[src/rtl/fpu_pkg.sv]
// Shared types and constants for the Add_Sub post-adder normalize/round path.
// Field positions are offsets into the {carry, significand, G, R, S} word.
package fpu_pkg;

    typedef enum logic [2:0] {
        ST_IDLE  = 3'd0,
        ST_PRE   = 3'd1,
        ST_NORM  = 3'd2,
        ST_ROUND = 3'd3,
        ST_POST  = 3'd4,
        ST_DONE  = 3'd5
    } state_t;

    typedef enum logic [1:0] {
        RM_RNE = 2'b00,
        RM_RTZ = 2'b01,
        RM_RUP = 2'b10,
        RM_RDN = 2'b11
    } rmode_t;

    localparam int MANT_W_DEF = 24;
    localparam int EXP_W_DEF  = 8;

    localparam int S_POS   = 0;
    localparam int R_POS   = 1;
    localparam int G_POS   = 2;
    localparam int LSB_POS = 3;

    // Carry and hidden bit sit above the significand, so they depend on MANT_W.
    function automatic int carry_bit(input int mant_w);
        return mant_w + 3;
    endfunction

    function automatic int hidden_bit(input int mant_w);
        return mant_w + 2;
    endfunction

    function automatic int exp_all_ones(input int exp_w);
        return (1 << exp_w) - 1;
    endfunction

    localparam int EXP_MAX = (1 << EXP_W_DEF) - 1;
    localparam int BIAS    = (1 << (EXP_W_DEF - 1)) - 1;

endpackage

[src/rtl/round_normalizer_if.sv]
// Producer/consumer bundle for round_normalizer; the rmode field exists only
// when ROUND_MODE_EN is defined.
interface round_normalizer_if #(
    parameter int MANT_W = 24,
    parameter int EXP_W  = 8
);
    // Both sides use valid/ready: a transfer happens on a rising edge where
    // valid and ready are both high; valid and its payload hold until then.
    logic              in_valid;
    logic              in_ready;
    logic              in_sign;
    logic [EXP_W-1:0]  in_exp;
    logic [MANT_W+3:0] in_mant;
`ifdef ROUND_MODE_EN
    logic [1:0]        rmode;
`endif
    logic              out_valid;
    logic              out_ready;
    logic              out_sign;
    logic [EXP_W-1:0]  out_exp;
    logic [MANT_W-2:0] out_frac;
    logic              out_overflow;
    logic              out_underflow;
    logic              out_zero;
    logic              out_inexact;

    modport slave (
`ifdef ROUND_MODE_EN
        input  rmode,
`endif
        input  in_valid, in_sign, in_exp, in_mant, out_ready,
        output in_ready, out_valid, out_sign, out_exp, out_frac,
        output out_overflow, out_underflow, out_zero, out_inexact
    );

    modport master (
`ifdef ROUND_MODE_EN
        output rmode,
`endif
        output in_valid, in_sign, in_exp, in_mant, out_ready,
        input  in_ready, out_valid, out_sign, out_exp, out_frac,
        input  out_overflow, out_underflow, out_zero, out_inexact
    );

endinterface

[src/rtl/round_incr.sv]
// Rounding increment: adds the round-up bit to the significand and exposes
// the carry-out so the POST stage can renormalize.
module round_incr #(
    parameter int W = 24
) (
    input  logic         round,
    input  logic [W-1:0] sig,
    output logic [W-1:0] sum,
    output logic         carry
);

    assign {carry, sum} = {1'b0, sig} + (W + 1)'(round);

endmodule

[src/rtl/round_normalizer.sv]
// Sequential normalize-and-round unit: one shift per cycle, valid/ready on both
// sides. Define ROUND_MODE_EN to add the rmode input (directed rounding modes).
module round_normalizer
    import fpu_pkg::*;
#(
    parameter int MANT_W = MANT_W_DEF,
    parameter int EXP_W  = EXP_W_DEF
) (
    input  logic              clk,
    input  logic              rst,
    round_normalizer_if.slave bus,
    output state_t            dbg_state
);

    localparam int MW     = MANT_W + 4;
    localparam int XW     = EXP_W + 2;
    localparam int CARRY  = carry_bit(MANT_W);
    localparam int HIDDEN = hidden_bit(MANT_W);
    localparam logic signed [XW-1:0] EXP_ONES = XW'(exp_all_ones(EXP_W));

    state_t                 state, next_state;
    logic [MW-1:0]          mant_q;
    logic signed [XW-1:0]   exp_q;
    logic                   sign_q;
    logic [MANT_W:0]        rsum_q;
    logic                   inexact_q;
`ifdef ROUND_MODE_EN
    rmode_t                 rmode_q;
`endif

    logic g, r, s, lsb, norm_shift, round_up;
    logic [MANT_W-1:0] incr_sum;
    logic incr_carry;

    assign g   = mant_q[G_POS];
    assign r   = mant_q[R_POS];
    assign s   = mant_q[S_POS];
    assign lsb = mant_q[LSB_POS];

    // Left shifts stop at exp==1 so a tiny value ends up as a subnormal.
    assign norm_shift = !mant_q[HIDDEN] && (|mant_q[HIDDEN-1:0]) && (exp_q > 1);

    always_comb begin
        round_up = g & (r | s | lsb);
`ifdef ROUND_MODE_EN
        case (rmode_q)
            RM_RTZ:  round_up = 1'b0;
            RM_RUP:  round_up = ~sign_q & (g | r | s);
            RM_RDN:  round_up = sign_q & (g | r | s);
            default: round_up = g & (r | s | lsb);
        endcase
`endif
    end

    round_incr #(.W(MANT_W)) u_round_incr (
        .round (round_up),
        .sig   (mant_q[HIDDEN:LSB_POS]),
        .sum   (incr_sum),
        .carry (incr_carry)
    );

    // Final packing computed from the rounded sum while in POST.
    logic [MANT_W-1:0]    post_sig;
    logic signed [XW-1:0] post_exp;
    logic [EXP_W-1:0]     post_efield;
    logic [MANT_W-2:0]    post_frac;
    logic                 post_ovf, post_unf, post_zero, post_inx;

    always_comb begin
        post_sig    = rsum_q[MANT_W] ? rsum_q[MANT_W:1] : rsum_q[MANT_W-1:0];
        post_exp    = exp_q + XW'(rsum_q[MANT_W]);
        post_efield = post_exp[EXP_W-1:0];
        post_frac   = post_sig[MANT_W-2:0];
        post_ovf    = 1'b0;
        post_unf    = 1'b0;
        post_zero   = 1'b0;
        post_inx    = inexact_q;
        if (!post_sig[MANT_W-1]) begin
            post_efield = '0;
            post_unf    = inexact_q;
        end else if (post_exp >= EXP_ONES) begin
            post_ovf    = 1'b1;
            post_efield = '1;
            post_frac   = '0;
`ifdef ROUND_MODE_EN
            if ((rmode_q == RM_RTZ) || (rmode_q == RM_RUP && sign_q) ||
                (rmode_q == RM_RDN && !sign_q)) begin
                post_efield = EXP_W'(exp_all_ones(EXP_W) - 1);
                post_frac   = '1;
            end
`endif
        end
        if (mant_q == '0) begin
            post_zero   = 1'b1;
            post_efield = '0;
            post_frac   = '0;
            post_inx    = 1'b0;
            post_unf    = 1'b0;
        end
    end

    always_ff @(posedge clk or posedge rst) begin
        if (rst) state <= ST_IDLE;
        else     state <= next_state;
    end

    always_comb begin
        next_state = state;
        case (state)
            ST_IDLE:  if (bus.in_valid) next_state = ST_PRE;
            ST_PRE:   next_state = ST_NORM;
            ST_NORM:  if (!norm_shift) next_state = ST_ROUND;
            ST_ROUND: next_state = ST_POST;
            ST_POST:  next_state = ST_DONE;
            ST_DONE:  if (bus.out_ready) next_state = ST_IDLE;
            default:  next_state = ST_IDLE;
        endcase
    end

    assign bus.in_ready = (state == ST_IDLE);
    assign dbg_state    = state;

    always_ff @(posedge clk or posedge rst) begin
        if (rst) begin
            mant_q            <= '0;
            exp_q             <= '0;
            sign_q            <= 1'b0;
            rsum_q            <= '0;
            inexact_q         <= 1'b0;
`ifdef ROUND_MODE_EN
            rmode_q           <= RM_RNE;
`endif
            bus.out_valid     <= 1'b0;
            bus.out_sign      <= 1'b0;
            bus.out_exp       <= '0;
            bus.out_frac      <= '0;
            bus.out_overflow  <= 1'b0;
            bus.out_underflow <= 1'b0;
            bus.out_zero      <= 1'b0;
            bus.out_inexact   <= 1'b0;
        end else begin
            case (state)
                ST_IDLE: if (bus.in_valid) begin
                    mant_q <= bus.in_mant;
                    exp_q  <= {2'b00, bus.in_exp};
                    sign_q <= bus.in_sign;
`ifdef ROUND_MODE_EN
                    rmode_q <= rmode_t'(bus.rmode);
`endif
                end
                ST_PRE: if (mant_q[CARRY]) begin
                    mant_q <= {1'b0, mant_q[MW-1:2], mant_q[R_POS] | mant_q[S_POS]};
                    exp_q  <= exp_q + XW'(1);
                end
                ST_NORM: if (norm_shift) begin
                    // G feeds the LSB, R->G, S->R, and S keeps its sticky value.
                    mant_q <= {1'b0, mant_q[HIDDEN-1:LSB_POS], g, r, s, s};
                    exp_q  <= exp_q - XW'(1);
                end
                ST_ROUND: begin
                    rsum_q    <= {incr_carry, incr_sum};
                    inexact_q <= g | r | s;
                end
                ST_POST: begin
                    bus.out_valid     <= 1'b1;
                    bus.out_sign      <= sign_q;
                    bus.out_exp       <= post_efield;
                    bus.out_frac      <= post_frac;
                    bus.out_overflow  <= post_ovf;
                    bus.out_underflow <= post_unf;
                    bus.out_zero      <= post_zero;
                    bus.out_inexact   <= post_inx;
                end
                ST_DONE: if (bus.out_ready) bus.out_valid <= 1'b0;
                default: ;
            endcase
        end
    end

endmodule

[src/flat_wrapper.sv]
// flat-port wrapper written by rule: the top's interface ports become plain ports
module round_normalizer_flat import fpu_pkg::*;
#(
    parameter int MANT_W = MANT_W_DEF,
    parameter int EXP_W  = EXP_W_DEF
)
  (clk, rst, dbg_state, bus_in_valid, bus_in_sign, bus_in_exp, bus_in_mant, bus_out_ready, bus_in_ready, bus_out_valid, bus_out_sign, bus_out_exp, bus_out_frac, bus_out_overflow, bus_out_underflow, bus_out_zero, bus_out_inexact);
  round_normalizer_if #(.MANT_W(MANT_W), .EXP_W(EXP_W)) bus_i ();
  input  logic clk;
  input  logic rst;
  output state_t dbg_state;
  input wire logic [$bits(bus_i.in_valid)-1:0] bus_in_valid;
  input wire logic [$bits(bus_i.in_sign)-1:0] bus_in_sign;
  input wire logic [$bits(bus_i.in_exp)-1:0] bus_in_exp;
  input wire logic [$bits(bus_i.in_mant)-1:0] bus_in_mant;
  input wire logic [$bits(bus_i.out_ready)-1:0] bus_out_ready;
  output wire logic [$bits(bus_i.in_ready)-1:0] bus_in_ready;
  output wire logic [$bits(bus_i.out_valid)-1:0] bus_out_valid;
  output wire logic [$bits(bus_i.out_sign)-1:0] bus_out_sign;
  output wire logic [$bits(bus_i.out_exp)-1:0] bus_out_exp;
  output wire logic [$bits(bus_i.out_frac)-1:0] bus_out_frac;
  output wire logic [$bits(bus_i.out_overflow)-1:0] bus_out_overflow;
  output wire logic [$bits(bus_i.out_underflow)-1:0] bus_out_underflow;
  output wire logic [$bits(bus_i.out_zero)-1:0] bus_out_zero;
  output wire logic [$bits(bus_i.out_inexact)-1:0] bus_out_inexact;
  assign bus_i.in_valid = bus_in_valid;
  assign bus_i.in_sign = bus_in_sign;
  assign bus_i.in_exp = bus_in_exp;
  assign bus_i.in_mant = bus_in_mant;
  assign bus_i.out_ready = bus_out_ready;
  assign bus_in_ready = bus_i.in_ready;
  assign bus_out_valid = bus_i.out_valid;
  assign bus_out_sign = bus_i.out_sign;
  assign bus_out_exp = bus_i.out_exp;
  assign bus_out_frac = bus_i.out_frac;
  assign bus_out_overflow = bus_i.out_overflow;
  assign bus_out_underflow = bus_i.out_underflow;
  assign bus_out_zero = bus_i.out_zero;
  assign bus_out_inexact = bus_i.out_inexact;
  round_normalizer #(.MANT_W(MANT_W), .EXP_W(EXP_W)) u_core (.clk(clk), .rst(rst), .bus(bus_i), .dbg_state(dbg_state));
endmodule
[config.mk]
export PLATFORM = sky130hd
export DESIGN_NAME = round_normalizer_flat
export DESIGN_NICKNAME = d
export VERILOG_FILES = /design/src/rtl/fpu_pkg.sv /design/src/rtl/round_normalizer_if.sv /design/src/rtl/round_incr.sv /design/src/rtl/round_normalizer.sv /design/src/flat_wrapper.sv
export SDC_FILE = /design/constraint.sdc
export NUM_CORES = 1
export LEC_CHECK = 0
export ABC_AREA = 1
export BUFFER_PORTS_ARGS = -buffer_cell sky130_fd_sc_hd__clkbuf_2
export CORE_ASPECT_RATIO = 1.25
export CORE_UTILIZATION = 57
export CTS_CLUSTER_SIZE = 10
export DETAILED_ROUTE_END_ITERATION = 10
export PLACE_DENSITY_LB_ADDON = 0.12
export SLEW_MARGIN = 20
export SYNTH_ARGS = -nofsm -noshare
export SYNTH_HDL_FRONTEND = slang
export SYNTH_SLANG_ARGS = --single-unit
export TNS_END_PERCENT = 30
[constraint.sdc]
create_clock -name clk -period 3.1 [get_ports clk]
set_input_delay 0.155 -clock clk [delete_from_list [all_inputs] [get_ports clk]]
set_output_delay 0.155 -clock clk [all_outputs]
set_load 0.05 [all_outputs]
==> metrics.cfg <==
[status]
run_status=finished, violations left
failed_checks=hold timing

[place]
detailed_placement_hpwl_um=11600
io_buffer_count=81
number_of_placed_cells_counting_well_taps=1099
place_ws_ns=0.646
gp_congestion=0.921
dpl-instance-area_um2=6840

[global_routing]
grt_start_max_net_pins=75
grt_most_used_layer=met2
global_route.overflow_total=0
gr-usage-all-layers_pct=28.7
met3_usage_pct=3.12
antenna_found_initial=0
grtUsageMet2_pct=44.9
met1_global_route_usage_pct=41.0
first_pass_grt_wire_length_um=27200
grt_pass1_vias=5624

[clocking]
cts-htree-levels=3
cts_num_sinks=105
cts_root_buffer=clkbuf_16
cts-hold-fix-buffers=0
worst_setup_hold_path_clk_slew_ns=0.07
cts_inserted_buffers=9
cts_repair_resize_count=0
post_cts_buffers=0
clock_tree.buffer_depth=2
tritoncts=built
insertion_delay_ns=0.35

[timing]
finalWorstSetupSlack_ns=0.616
max_clock_freq_mhz=402
tmin_final_ns=2.48
rsz0062_at_grt=false
fin_hold_ws_ns=-0.0260
clock_skew_ns=0.00991
timing.max_slew.rel_slack_pct=41.6
fin_setup_tns_ns=0
setup_viol_count_final=0
post-route-period-util_pct=80.1
report.final.hold_viol_count=29
timing.final.max_slew_violations=0
max_slew.worst_pin.slew_ns=0.876

[die]
chipHeight_um=121
die_w_um=96.9
initial_utilization_pct=59.6
die_area_um2=11700
rows=42
fp.coreArea_um2=10800
ios=82

[logic_synthesis]
post_synth_instance_area_um2=6420
syn-mean-instance-area_um2=6.96
ys_seq_elements=105
synth.distinct_cells=33
yosysWarnings=0
post_syn_instances=922
synthesis.nets=969
netlist.area_leader.share_pct=40.9
ys_seq_area_share_pct=40.9
synth.largest_area_cell=dfrtp_1
synthTopCellsByArea=dfrtp_1 (41%), nand2_1 (20%), nand3_1 (6.4%)

[cells_and_area]
layout_commonest_cell=nand2_1
post_layout_nonfiller_instances=1115
final_cell_mix=nand2_1 (341), dfrtp_1 (105), nand3_1 (82)
diodes_inserted=0
design_area_um2=7160
drive_above_1_share_pct=12.8
layout.filler_cells=987
fin_nets=1025
synthToLayoutAreaGrowth_pct=11.6

[detailed_routing]
drtPass1Iterations=5
via_count=6250
detail-route-antenna-nets=0
avgViaCountPerCell=5.61
drc=0
wire_per_inst_um=14.6
detail_route.iter0.violations=457
drt-total-wl_um=16200

[worst_setup_path]
worstPathRequired_ns=3.33
critical_path.startpoint_type=register
critical-path-top-cell-by-count=nand2_1
reg2reg_depth=11
worst-endpoint-arrival_ns=2.72
worstSetupEndpointType=register
path_cells=ha_1, ha_1, nand3_1, o21ai_0, nand2_1, nor2_1, nand2_1, nand2_1, nand3_2, nand2_1, nand2_1
path_class=reg2reg
timing.critical_path.fanout_max=23
critical_path.slowest_cell=dfrtp_1
cp_slowest_stage_delay_ns=0.52

[power_and_ir_drop]
vdd_ir_drop_max_mv=1.01
p_per_area_nw_per_um2=1130
post-layout-total-power_uw=8100
power.static_leakage_uw=0.00372

[min_path]
hold_path.class=in2async

[flow_run]
max_cap_viol_count=0

-- power breakdown --
group / switching, uW / internal, uW / total (uW)
clock: 521 / 711 / 1230
sequential: 636 / 1980 / 2620
combinational: 3070 / 1170 / 4250
-- logic make-up (layout without fill, tap and decap cells) --
group,count (synthesis),after routing,synth area share (%)
muxes,5,5,0.780
xor gates and xnor gates,12,12,1.64
AOI/OAI and AO/OA,108,108,10.3
buffers and inverters,136,197,8.79
adders and majority gates,6,6,1.17
DFF,105,105,40.9
and+or+nand+nor,550,550,36.4
-- stage by stage --
stage	utilization, %	hold WS (ns)
floorplan	-	0.302
global placement	63.5	0.388
detailed placement	63.5	0.386
CTS	66.5	0.0154
global route	66.5	0.0667
finish	66.5	-0.0260
-- state kept, by name, summed over array words and instances, names as in the netlist --
name / count
u_core.bus.out_frac: 23
u_core.bus.out_valid: 1
u_core.inexact_q: 1
u_core.dbg_state: 3
u_core.rsum_q: 25
u_core.bus.out_sign: 1
u_core.bus.out_inexact: 1
u_core.sign_q: 1
u_core.bus.out_underflow: 1
u_core.bus.out_exp: 8
u_core.bus.out_overflow: 1
u_core.exp_q: 10
u_core.bus.out_zero: 1
u_core.mant_q: 28
-- worst max-delay path, delay by kind of cell (launching register included) --
| family | cells | cell delay, ns |
|---|---|---|
| and+or+nand+nor | 8 | 1.12 |
| adders and majority gates | 2 | 0.53 |
| DFF | 1 | 0.52 |
| AOI/OAI and AO/OA | 1 | 0.21 |
-- cell type report --
type                       count  area (um2)  share of cell area [%]
clock buffer                  10         229                    3.20
clock inverter                 6        92.6                    1.29
inverter                      90         340                    4.75
multi-input combinational    681        3230                    45.1
sequential                   105        2630                    36.7
tap                          132         165                    2.31
timing repair buffer          91         480                    6.71
-- path summary, 6_finish.rpt --
path | startpoint | endpoint | slack, ns
setup / recovery | u_core.exp_q[0]$_DFFE_PP0P_ | u_core.bus.out_frac[5]$_DFFE_PP0P_ | 0.62
min in group clk | bus_in_mant[27] | u_core.mant_q[27]$_DFFE_PP0P_ | 0.03
hold / removal | rst | u_core.rsum_q[10]$_DFFE_PP0N_ | -0.03
setup reg to reg | u_core.exp_q[0]$_DFFE_PP0P_ | u_core.bus.out_frac[5]$_DFFE_PP0P_ | 0.62
max in group asynchronous | rst | u_core.mant_q[2]$_DFFE_PP0P_ | 2.33
hold reg to reg | u_core.bus.out_exp[0]$_DFFE_PP0P_ | u_core.bus.out_exp[0]$_DFFE_PP0P_ | 0.48
-- Yosys cell counts, drive strengths merged --
cell type and instances:
o31ai 2, clkbuf 21, clkinv 1, nand3 83, ha 6, nand2 344, dfrtp 105, inv 89
mux2i 5, o22ai 4, xnor2 1, nand3b 1, nor4 2, nand4 21, o211ai 4, o221ai 25
nor3 45, or2 1, a211oi 1, xor2 11, buf 25, o21ai 58, a21oi 12, nor2 53
a31oi 2
-- per-layer routing --
| metal | up-vias | part of all wire (%) | wire length [um] |
|---|---|---|---|
| li1 | 3137 | - | - |
| met1 | 2830 | 47 | 7570 |
| met2 | 249 | 45 | 7320 |
| met3 | 34 | 5.7 | 932 |
| met4 | 0 | 2.4 | 397 |
| met5 | - | 0 | 0 |
Note: power is estimated with default switching activity, not from simulation.
